File: config.mk
export PLATFORM = sky130hd
export DESIGN_NAME = uart_rx_unit
export DESIGN_NICKNAME = d
export VERILOG_FILES = /design/src/rtl/uart_pkg.sv /design/src/rtl/uart_rx_sync.sv /design/src/rtl/uart_rx_unit.sv
export SDC_FILE = /design/constraint.sdc
export NUM_CORES = 1
export LEC_CHECK = 0
export BUFFER_PORTS_ARGS = -buffer_cell sky130_fd_sc_hd__buf_2
export CAP_MARGIN = 20
export CELL_PAD_IN_SITES_DETAIL_PLACEMENT = 0
export CELL_PAD_IN_SITES_GLOBAL_PLACEMENT = 2
export CORE_MARGIN = 3
export CORE_UTILIZATION = 37
export DETAILED_ROUTE_END_ITERATION = 10
export GPL_ROUTABILITY_DRIVEN = 0
export PLACE_DENSITY_LB_ADDON = 0.2
export SLEW_MARGIN = 10
export SYNTH_ARGS = -nofsm -noshare
export SYNTH_HDL_FRONTEND = slang
export SYNTH_HIERARCHICAL = 1
export SYNTH_SLANG_ARGS = --single-unit
File: constraint.sdc
create_clock -name clk_i -period 2.5 [get_ports clk_i]
set_input_delay 0.125 -clock clk_i [delete_from_list [all_inputs] [get_ports clk_i]]
set_output_delay 0.125 -clock clk_i [all_outputs]
set_load 0.01 [all_outputs]
File: src/rtl/uart_pkg.sv
// Shared types and helpers for the UART receiver: FSM state encoding and
// data-width decoding of the cfg_bits field.
package uart_pkg;

  typedef enum logic [2:0] {
    IDLE,
    START,
    DATA,
    PARITY,
    STOP
  } state_t;

  localparam logic [1:0] BITS_5 = 2'b00;
  localparam logic [1:0] BITS_6 = 2'b01;
  localparam logic [1:0] BITS_7 = 2'b10;
  localparam logic [1:0] BITS_8 = 2'b11;

  function automatic logic [3:0] nbits(input logic [1:0] cfg_bits);
    case (cfg_bits)
      BITS_5:  nbits = 4'd5;
      BITS_6:  nbits = 4'd6;
      BITS_7:  nbits = 4'd7;
      BITS_8:  nbits = 4'd8;
      default: nbits = 4'd8;
    endcase
  endfunction

endpackage

File: src/rtl/uart_rx_sync.sv
// Brings the asynchronous rx line into the clk_i domain and flags falling edges.
module uart_rx_sync (
  input  logic clk_i,
  input  logic rst_i,
  input  logic rx_i,
  output logic rx_sync,
  output logic fall_edge
);

  logic s1, s2, s3;

  // NOTE: clocked state uses non-blocking assignments so every flop samples
  // the pre-edge value of its neighbour; blocking here would collapse the chain.
  always_ff @(posedge clk_i or posedge rst_i) begin
    if (rst_i) begin
      s1 <= 1'b1;
      s2 <= 1'b1;
      s3 <= 1'b1;
    end else begin
      s1 <= rx_i;
      s2 <= s1;
      s3 <= s2;
    end
  end

  // The edge is seen one cycle ahead of the sampled bit, so the FSM can enter
  // START exactly when the start bit reaches rx_sync (needed for 1 clk/bit).
  assign rx_sync   = s3;
  assign fall_edge = s3 & ~s2;

endmodule

File: src/rtl/uart_rx_unit.sv
// UART receiver: programmable bit period, 5-8 data bits, optional even parity,
// byte output over a valid/ready handshake with a sticky parity-error flag.
module uart_rx_unit
  import uart_pkg::*;
(
  input  logic        clk_i,
  input  logic        rst_i,
  input  logic        rx_i,
  input  logic        cfg_en_i,
  input  logic [15:0] cfg_div_i,
  input  logic        cfg_parity_en_i,
  input  logic [1:0]  cfg_bits_i,
  output logic        busy_o,
  output logic        err_o,
  input  logic        err_clr_i,
  output logic [7:0]  rx_data_o,
  output logic        rx_valid_o,
  input  logic        rx_ready_i
);

  logic        rx_sync, fall_edge;
  state_t      state, state_n;
  logic [15:0] cnt;
  logic [2:0]  bit_idx;
  logic [7:0]  shift;
  logic        half_hit, full_hit, last_bit;
  logic        data_smp, par_smp, deliver;

  uart_rx_sync u_sync (
    .clk_i     (clk_i),
    .rst_i     (rst_i),
    .rx_i      (rx_i),
    .rx_sync   (rx_sync),
    .fall_edge (fall_edge)
  );

  assign half_hit = (cnt == (cfg_div_i >> 1));
  assign full_hit = (cnt == cfg_div_i);
  assign last_bit = ({1'b0, bit_idx} == nbits(cfg_bits_i) - 4'd1);

  always_ff @(posedge clk_i or posedge rst_i) begin
    if (rst_i) state <= IDLE;
    else       state <= state_n;
  end

  // NOTE: every output of this block gets a default before the case so no
  // path leaves a signal unassigned and no latch is inferred.
  always_comb begin
    state_n  = state;
    data_smp = 1'b0;
    par_smp  = 1'b0;
    deliver  = 1'b0;
    case (state)
      IDLE:   if (cfg_en_i && fall_edge) state_n = START;
      START:  if (half_hit) state_n = rx_sync ? IDLE : DATA;
      DATA:   if (full_hit) begin
                data_smp = 1'b1;
                if (last_bit) state_n = cfg_parity_en_i ? PARITY : STOP;
              end
      PARITY: if (full_hit) begin
                par_smp = 1'b1;
                state_n = STOP;
              end
      // A start bit may already be arriving when the stop bit is sampled at
      // very short bit periods; chain straight into the next frame.
      STOP:   if (full_hit) begin
                deliver = 1'b1;
                state_n = (cfg_en_i && fall_edge) ? START : IDLE;
              end
      default: state_n = IDLE;
    endcase
    if (!cfg_en_i) begin
      state_n  = IDLE;
      data_smp = 1'b0;
      par_smp  = 1'b0;
      deliver  = 1'b0;
    end
  end

  always_ff @(posedge clk_i or posedge rst_i) begin
    if (rst_i) begin
      cnt        <= '0;
      bit_idx    <= '0;
      shift      <= '0;
      rx_data_o  <= '0;
      rx_valid_o <= 1'b0;
      err_o      <= 1'b0;
    end else begin
      if (state == IDLE || state_n != state || data_smp) cnt <= '0;
      else                                                cnt <= cnt + 16'd1;

      // Clearing the shift register per frame keeps unused upper bits zero.
      if (state_n == START && state != START) begin
        bit_idx <= '0;
        shift   <= '0;
      end else if (data_smp) begin
        shift[bit_idx] <= rx_sync;
        bit_idx        <= bit_idx + 3'd1;
      end

      if (par_smp && ((^shift) ^ rx_sync)) err_o <= 1'b1;
      else if (err_clr_i)                  err_o <= 1'b0;

      if (deliver) begin
        rx_data_o  <= shift;
        rx_valid_o <= 1'b1;
      end else if (rx_valid_o && rx_ready_i) begin
        rx_valid_o <= 1'b0;
      end
    end
  end

  assign busy_o = (state != IDLE);

endmodule

---- Word level (Yosys, flattened, before mapping) ----
Index checks and enable logic that the tools add are counted.
word-level totals
  register bits after elaboration ......... 43
  latch bits .............................. 0
  RAM bits ................................ 0
  memory bits (read-only) ................. 0
  input bits .............................. 25
  output and inout port bits .............. 11
  logic and storage cells ................. 76
  memories kept ........................... 0
operators by class
  $add $sub $neg .......................... 3
  multipliers ............................. 0
  div/mod/pow operators ................... 0
  order comparisons ....................... 2
  equal/unequal tests ..................... 13
  shift-type cells ........................ 0
  multiplexer cells ....................... 31
  bitwise operators ....................... 3
  reductions and logical operators ........ 14
operators with widths
  cell                                                               count
  two-way mux 3 bit                                                  10
  adder 16 x 1 -> 16 bit, second input constant                      1
  equality test 16 x 15 -> 1 bit                                     1
  equality test 16 bit                                               1
  two-way mux 16 bit                                                 1
  two-way mux 8 bit                                                  2
  case mux 4 bit (4 select lines)                                    1
  case mux 3 bit (5 select lines)                                    1
  two-way mux 1 bit                                                  13
  bitwise mux 8 bit                                                  1
  XOR reduction 8 bit                                                1
  equality test 3 x 1 -> 1 bit, second input constant                2
  equality test 3 x 2 -> 1 bit, second input constant                2
  nonzero test 2 bit                                                 3
  logical AND 1 bit                                                  5
  equality test 2 bit, second input constant                         2
  equality test 3 x 4 -> 1 bit                                       1
  < comparator 3 x 4 -> 1 bit, second input constant                 1
  subtractor 4 x 1 -> 4 bit, second input constant                   1
  adder 3 x 1 -> 3 bit, second input constant                        1
  demux 1 bit (select 3 bit)                                         1
  equality test 3 bit, second input constant                         1
  greater-or-equal comparator 3 x 1 -> 1 bit, second input constant  1
  zero test 3 bit                                                    1
  10 further kinds                                                   11

---- Logic depth before layout (Yosys ltp) ----
Gate-level depths: netlist of the first run.
  depth after elaboration ................. 12
  gate-level depth with buffers ........... 8
  gate-level depth less buffers ........... 6

---- Modules after synthesis ----
Netlist of the first run, hierarchy kept.
by module, submodules not included
  module        times used  cells each  area each (µm²)  sequential area each (µm²)
  uart_rx_unit  1           255         2566.2           1001.0
  uart_rx_sync  1           5           96.3             78.8

---- Worst setup path before layout of the first run ----
No wires, ideal clock.
  path type ............................... reg-to-reg
  start point ............................. register cnt[13]
  end point ............................... register cnt[0]
  setup time .............................. 125 ps
  arrival time ............................ 1939 ps
  data required time ...................... 2375 ps
  setup slack ............................. 436 ps
  cell stages (with the launch flop) ...... 9
  buffers on the path ..................... 2
  clock period less this slack ............ 2064 ps
  path through ............................ dfrtp_1 buf_6 xor2_1 or4_4 nor4_4 a31oi_1 o221ai_2 buf_6 nor2_1
on the way
  word-level cells in the longest chain between the ends .. 8
  elaborated cells between the ends (all ways) .. 15
  those cells by class .................... eq/ne: 3; mux: 10; reduce/logical: 2
ends and longest elaborated chain
  what                                                                    line                                    RTL
  start, declared                                                         uart_rx_unit.sv:23                      logic [15:0] cnt;
  start signal, assigned                                                  uart_rx_unit.sv:90                      else cnt <= cnt + 16'd1;
  equality test 16 bit or equality test 16 x 15 -> 1 bit (tied branches)  uart_rx_unit.sv:38, uart_rx_unit.sv:37
  two-way mux 3 bit, on equally long branches                             n/a
  case mux 3 bit (5 select lines)                                         uart_rx_unit.sv:53                      case (state)
  two-way mux 3 bit                                                       uart_rx_unit.sv:72                      if (!cfg_en_i) begin
  != test 3 bit                                                           uart_rx_unit.sv:89                      if (state == IDLE || state_n != state || data_smp) cnt <= '0;
  logical OR 1 bit                                                        uart_rx_unit.sv:89
  logical OR 1 bit (*)                                                    uart_rx_unit.sv:89
  two-way mux 16 bit (*)                                                  uart_rx_unit.sv:89
Mark *: on every way between the ends. The rest lies on a longest branch, timed or not.
A chain may end at the register's enable or synchronous reset.

---- Worst setup path in the final report of the first run ----
  start point ............................. register cnt[9]
  end point ............................... register state[0]
on the way
  word-level cells in the longest chain between the ends .. 4
  elaborated cells between the ends (all ways) .. 8
  those cells by class .................... eq/ne: 2; mux: 6
ends and longest elaborated chain
  what                                                                    line                                    RTL
  equality test 16 bit or equality test 16 x 15 -> 1 bit (tied branches)  uart_rx_unit.sv:38, uart_rx_unit.sv:37
  two-way mux 3 bit, on equally long branches                             n/a
  case mux 3 bit (5 select lines) (*)                                     uart_rx_unit.sv:53
  two-way mux 3 bit (*)                                                   uart_rx_unit.sv:72
  via state_n[0]                                                          uart_rx_unit.sv:22                      state_t state, state_n;
  end signal, assigned                                                    uart_rx_unit.sv:43                      else state <= state_n;
  end, declared                                                           uart_rx_unit.sv:22
The timed path passes the listed nets; every way through them passes the cells marked *.

==> results.cfg, run 1 <==
[drt]
drc = 0
top_layer_used = met4
drt-initial-drc-count = 65
viasPerCell = 4.94
wl_met1_um = 2910
dr.pass1.iters = 4
met2WireLength_um = 2860
via_count = 1947
wire_per_inst_um = 15.3
final_antenna_net_count = 0
wl_met3_um = 191
routed_wl_um = 6020

[pwr]
power_per_cell_area_nw_per_um2 = 531
leakagePower_nw = 1.33
p_int_mw = 1.16
power_frac_seq_pct = 45.7
p_sw_share_pct = 28.7
combPwrFrac_pct = 19.9
p_sw_mw = 0.466
vdd_ir_drop_max_mv = 0.203
power_frac_clock_pct = 34.4

[yosys]
synthFlopType = dfrtp_1
yosys_register_bits = 43
syn_nets = 287
postSynth.asyncResetShare_pct = 100
synth_simple_gate_area_share_pct = 22.1
yosys_warnings = 6
synth_fa_ha_area_share_pct = 0.940
synth_enable_flop_cells = 0
synth-compound-area-share_pct = 6.63
ys_seq_area_share_pct = 40.6
synthDistinctLibCells = 49
syn_inst = 260
synth_xor_area_share_pct = 19.9
synth_top_family_by_area = simple AND/OR/NAND/NOR gates
synthMuxAreaShare_pct = 4.51
syn_area_um2 = 2660
syn_area_per_cell_um2 = 10.2

[floorplan]
die_h_um = 90.8
core_um2 = 6870
io_pins = 36
initial_core_util_pct = 38.8
die_w_um = 90.8
num_rows = 30
dieArea_um2 = 8250

[placed_design]
portBuffers = 35
placed_area_um2 = 2910
hpwl_um = 4360
dp_cells = 383
pre_cts_ws_ns = 0.164

[final_layout]
syn2layout_area_growth_pct = 14.8
fin_cells = 394
nets = 324
finish.utilization_pct = 44.5
final_cell_area_um2 = 3060
drive_gt1_share_pct = 25.8
insertedDiodeCount = 0

[sta]
rsz0062_at_grt = false
finalHoldViolations = 0
slew_viol_final = 0
fmax_ghz = 0.444
finalSetupViolCount = 0
setup-tns-final_ns = 0
period_minus_slack_ns = 2.25
maxSlewHeadroom_pct = 63.1
tightest_slew_ns = 0.554
min_period_over_period_pct = 90.2
clock_skew_ns = 0.0107
worst_slack_ns = 0.246

[global_routing]
grt_pass1_vias = 1985
antenna_found_initial = 0
grt_overflow = 0
grt_usage_pct = 15.7
grt_max_degree = 41
grt_pass1_wl_um = 10300

[setup_path]
end_kind = register
critPathMaxFanout = 9
cp.arrival_ns = 2.43
crit_type = register to register
crit_required_ns = 2.68
critPathLaunchType = register

[clock_network]
cts_tree = yes
ctsLongestPathBuffers = 2
clk_pin_slew_ns = 0.08
cts_root_buf = clkbuf_8
numClockSinks = 43
cts_buffers = 5
clock_latency_ns = 0.30
ctsResizeCount = 0
cts-htree-levels = 2

[job]
max_cap_violations = 0

[min_path]
hp-class = input pin to register

[status]
status = complete, no violations
## cell families (layout without fill, tap and decap cells)
logic type	after synthesis	in the layout
flops	43	43
buf+inv	23	61
simple gates	99	99
xor+xnor	57	57
fa+ha+maj	2	2
mux	11	11
compound gates	25	25
## registers in the layout (all words and copies together), names as in the netlist
signal,flops
u_sync/rx_sync,1
cnt,16
state,3
rx_valid_o,1
u_sync/s2,1
u_sync/s1,1
shift,8
bit_idx,3
err_o,1
rx_data_o,8
## final timing paths
path,startpoint,end,slack (ns),depth (start not counted)
setup / recovery,cnt[9]$_DFF_PP0_,state[0]$_DFF_PP0_,0.25,6
hold / removal,rx_ready_i,rx_valid_o$_DFFE_PP0P_,0.03,2
setup reg to reg,cnt[9]$_DFF_PP0_,state[0]$_DFF_PP0_,0.25,6
hold reg to reg,u_sync/s1$_DFF_PP1_,u_sync/s2$_DFF_PP1_,0.36,0
max in group asynchronous,rst_i,rx_valid_o$_DFFE_PP0P_,1.59,4
min in group asynchronous,rst_i,u_sync/s1$_DFF_PP1_,0.43,3
## critical path, cell delays in order (launching register included)
cell and delay (ns):
dfrtp_1 0.52, xnor2_2 0.15, nand4_2 0.14, nor4_4 0.51, and4b_2 0.28, o31a_1 0.23, or3_1 0.30
## cells in the mapped netlist (4+ instances only)
master	count	area share (%)
nand4_1	14	3.3
nand2_1	13	1.8
nor2_1	29	4.1
mux2_2	8	3.4
xnor2_1	39	13
clkbuf_1	6	0.85
nand3_1	11	2.1
inv_1	7	0.99
and3_1	4	0.94
a21oi_1	7	1.3
dfrtp_1	40	38
buf_6	7	3.0
xnor2_2	4	2.4
xor2_1	14	4.6
o21ai_0	4	0.75
nor2b_1	7	1.6
## cells in the final DEF, fill, tap and decap left out, types with 3 or more instances in the layout
| cell | n |
|---|---|
| mux2_2 | 8 |
| dlygate4sd3_1 | 3 |
| a21oi_1 | 7 |
| nand2b_1 | 3 |
| dfstp_2 | 3 |
| nand2_1 | 13 |
| inv_1 | 7 |
| nand3_1 | 11 |
| dfrtp_1 | 40 |
| xnor2_2 | 4 |
| xor2_1 | 14 |
| xnor2_1 | 39 |
| buf_4 | 7 |
| and3_1 | 4 |
| buf_2 | 35 |
| clkbuf_8 | 5 |
| nor2b_1 | 7 |
| mux2i_1 | 3 |
| o21ai_0 | 4 |
| nor2_1 | 29 |
| nand4_1 | 14 |
## per-layer routing
metal / GRT usage (%) / vias to the layer above
met4: 4.15 / 0
met2: 24.5 / 35
met3: 3.17 / 6
met1: 22.1 / 936
met5: 0 / -
li1: - / 970
## power by group through the flow
| stage | Clock, mW | Sequential [mW] | Combinational (mW) |
|---|---|---|---|
| floorplan | 0 | 0.753 | 0.197 |
| global placement | 0 | 0.755 | 0.329 |
| detailed placement | 0 | 0.756 | 0.325 |
| CTS | 0.582 | 0.742 | 0.329 |
| global route | 0.615 | 0.744 | 0.361 |
| finish | 0.558 | 0.741 | 0.323 |
## layout make-up
type	instances	area [um^2]
fillers	687	3810
multi-input cells	194	1440
flip-flops and latches	43	1080
repair buffers	46	278
well taps	96	120
clock buffers	5	68.8
clock inverters	3	43.8
inverters	7	26.3
## per-stage QoR
step,power [mW],hold slack (ns)
2_1_floorplan,0.951,0.0583
3_3_place_gp,1.08,0.187
3_5_place_dp,1.08,0.192
4_1_cts,1.65,0.0127
5_1_grt,1.72,0.0454
6_report,1.62,0.0263
## timing repair
action                                 in CTS  in global routing
hold buffers                                3                  0
endpoints found under the hold margin      45                  0
buffers inserted                            0                  0
setup endpoints to repair                   0                 28
(Power assumes the default switching activity.)
==> run 2, diff against run 1 <==
- CORE_MARGIN: 3 -> 4
==> run 2 against run 1 <==
Effect of this change:
- critical path depth increased by 2
- register-to-register slack about the same
- global-route usage fell by 1.3 points
- worst hold slack lost 0.0024 ns
- design area is 1.1% lower
- via count down 0.15%
- fmax about the same
- total power is 9.5% lower
- die area grew 4.5%
- worst setup slack improved by 0.0018 ns
- utilization is 0.75 points lower
- critical path type unchanged
- highest routed layer unchanged
==> results.cfg, run 2 (synthesized netlist as in run 1, its figures left out) <==
[setup_path]
end_kind = register
crit_top_cell = buf_4
crit_required_ns = 2.68
r2r_start = cnt[3]$_DFF_PP0_
r2r_cells = 8
critPathMaxFanout = 16
r2r_slack_ns = 0.25
critPathLaunchType = register
r2r-end = cnt[13]$_DFF_PP0_
cp-endpoint = cnt[13]$_DFF_PP0_
slowest_stage = dfrtp_1
cpLargestDelayFamily = simple AND/OR/NAND/NOR gates
path_cells = xnor2_1, nand4_1, nor4_4, buf_4, a311oi_1, o221ai_2, buf_4, nor2_1
cp.depth = 8
cp.arrival_ns = 2.43
cp_slowest_stage_delay_ns = 0.47
critPathLaunch = cnt[3]$_DFF_PP0_
path_buf_inv = 2
crit_type = register to register

[drt]
wire_per_inst_um = 14.6
drc = 0
drt-initial-drc-count = 29
routed_wl_um = 5760
dr.pass1.iters = 4
viasPerCell = 4.92
final_antenna_net_count = 0
via_count = 1944

[final_layout]
final_common_cell = dfrtp_1
n_fill_cell = 727
reg.largest.list = cnt: 16 flops, rx_data_o: 8 flops, shift: 8 flops
nets = 325
largest_reg_flops = 16
syn2layout_area_growth_pct = 13.5
fin_cells = 395
layout_common_cells = dfrtp_1 (40), xnor2_1 (39), buf_2 (35)
largest_register = cnt
insertedDiodeCount = 0
drive_gt1_share_pct = 26.1

[floorplan]
num_rows = 30
io_pins = 36
initial_core_util_pct = 38.6
core_um2 = 6910
dieArea_um2 = 8620
die_h_um = 92.8
die_w_um = 92.8

[sta]
period_minus_slack_ns = 2.25
maxSlewHeadroom_pct = 65.5
rsz0062_at_grt = false
tightest_slew_ns = 0.517
finalHoldViolations = 0
fmax_ghz = 0.444
slew_viol_final = 0
clock_skew_ns = 0.0101
setup-tns-final_ns = 0
min_period_over_period_pct = 90.1
finalSetupViolCount = 0

[global_routing]
grt_pass1_wl_um = 9870
grt_overflow = 0
grt_pass1_vias = 1979
grt_usage_pct = 14.3
grt_max_degree = 41
antenna_found_initial = 0

[pwr]
p_total_mw = 1.47
vdd_ir_drop_max_mv = 0.171
power_per_cell_area_nw_per_um2 = 486
leakagePower_nw = 1.31

[placed_design]
portBuffers = 35
hpwl_um = 4300
dp_cells = 385

[clock_network]
ctsLongestPathBuffers = 2
clock_latency_ns = 0.29
cts_root_buf = clkbuf_8
ctsResizeCount = 0
cts_buffers = 5
numClockSinks = 43
post_cts_buffers = 0
cts-htree-levels = 2
clk_pin_slew_ns = 0.09
cts_tree = yes

[job]
max_cap_violations = 0

[min_path]
hp-class = input pin to register
min-delay-start = err_clr_i

[status]
status = complete, no violations
==> run 2: what timing repair did <==
action,CTS,global route
hold endpoints to repair,44,0
hold buffers,2,0
endpoints found under the setup margin,0,0
==> run 2: worst min path at each step <==
stage / to / slack, ns / depth (start not counted)
global placement: u_sync/rx_sync$_DFF_PP1_ / 0.19 / 2
detailed placement: u_sync/s1$_DFF_PP1_ / 0.20 / 2
finish: err_o$_DFFE_PP0P_ / 0.02 / 2
CTS: err_o$_DFFE_PP0P_ / 0.01 / 2
floorplan: u_sync/rx_sync$_DFF_PP1_ / 0.06 / 1
global route: err_o$_DFFE_PP0P_ / 0.02 / 2
==> run 2: worst reg2reg max path, stage by stage (launching register included) <==
cell and delay [ns]:
dfrtp_1 0.47, xnor2_1 0.20, nand4_1 0.19, nor4_4 0.44, buf_4 0.22, a311oi_1 0.12
o221ai_2 0.17, buf_4 0.24, nor2_1 0.08
==> run 2: report_power, final <==
part / total (mW) / leakage, nW / switching, mW / internal, mW
logic: 0.280 / 0.682 / 0.156 / 0.123
registers: 0.756 / 0.588 / 0.0402 / 0.716
clock network: 0.432 / 0.0412 / 0.237 / 0.195
==> run 2: stage by stage <==
stage                     instance area, um^2  hold WS [ns]  util [%]  worst slack, ns
after floorplan                          2660        0.0583         -            0.436
after global placement                   2920         0.190      42.2            0.224
after detailed placement                 2920         0.202      42.2            0.233
after CTS                                3020        0.0142      43.8            0.215
after global routing                     3020        0.0164      43.8           0.0414
final                                    3020        0.0238      43.8            0.248
==> run 2: routing by layer <==
metal | share of wire (%) | vias to the layer above | GRT usage (%) | wire, um
met5 | 0 | - | 0 | 0
met4 | 0.56 | 0 | 3.30 | 32
met3 | 3.6 | 2 | 3.33 | 209
met2 | 50 | 24 | 23.9 | 2860
met1 | 46 | 941 | 18.9 | 2660
li1 | - | 977 | - | -
==> run 2: cell type report <==
type                       count  area (um^2)  area share, %
tap                           96          120           3.98
clock buffer                   6         72.6           2.40
clock inverter                 2         12.5          0.414
timing repair buffer          47          270           8.94
sequential                    43         1080           35.7
inverter                       7         26.3          0.870
multi-input combinational    194         1440           47.7
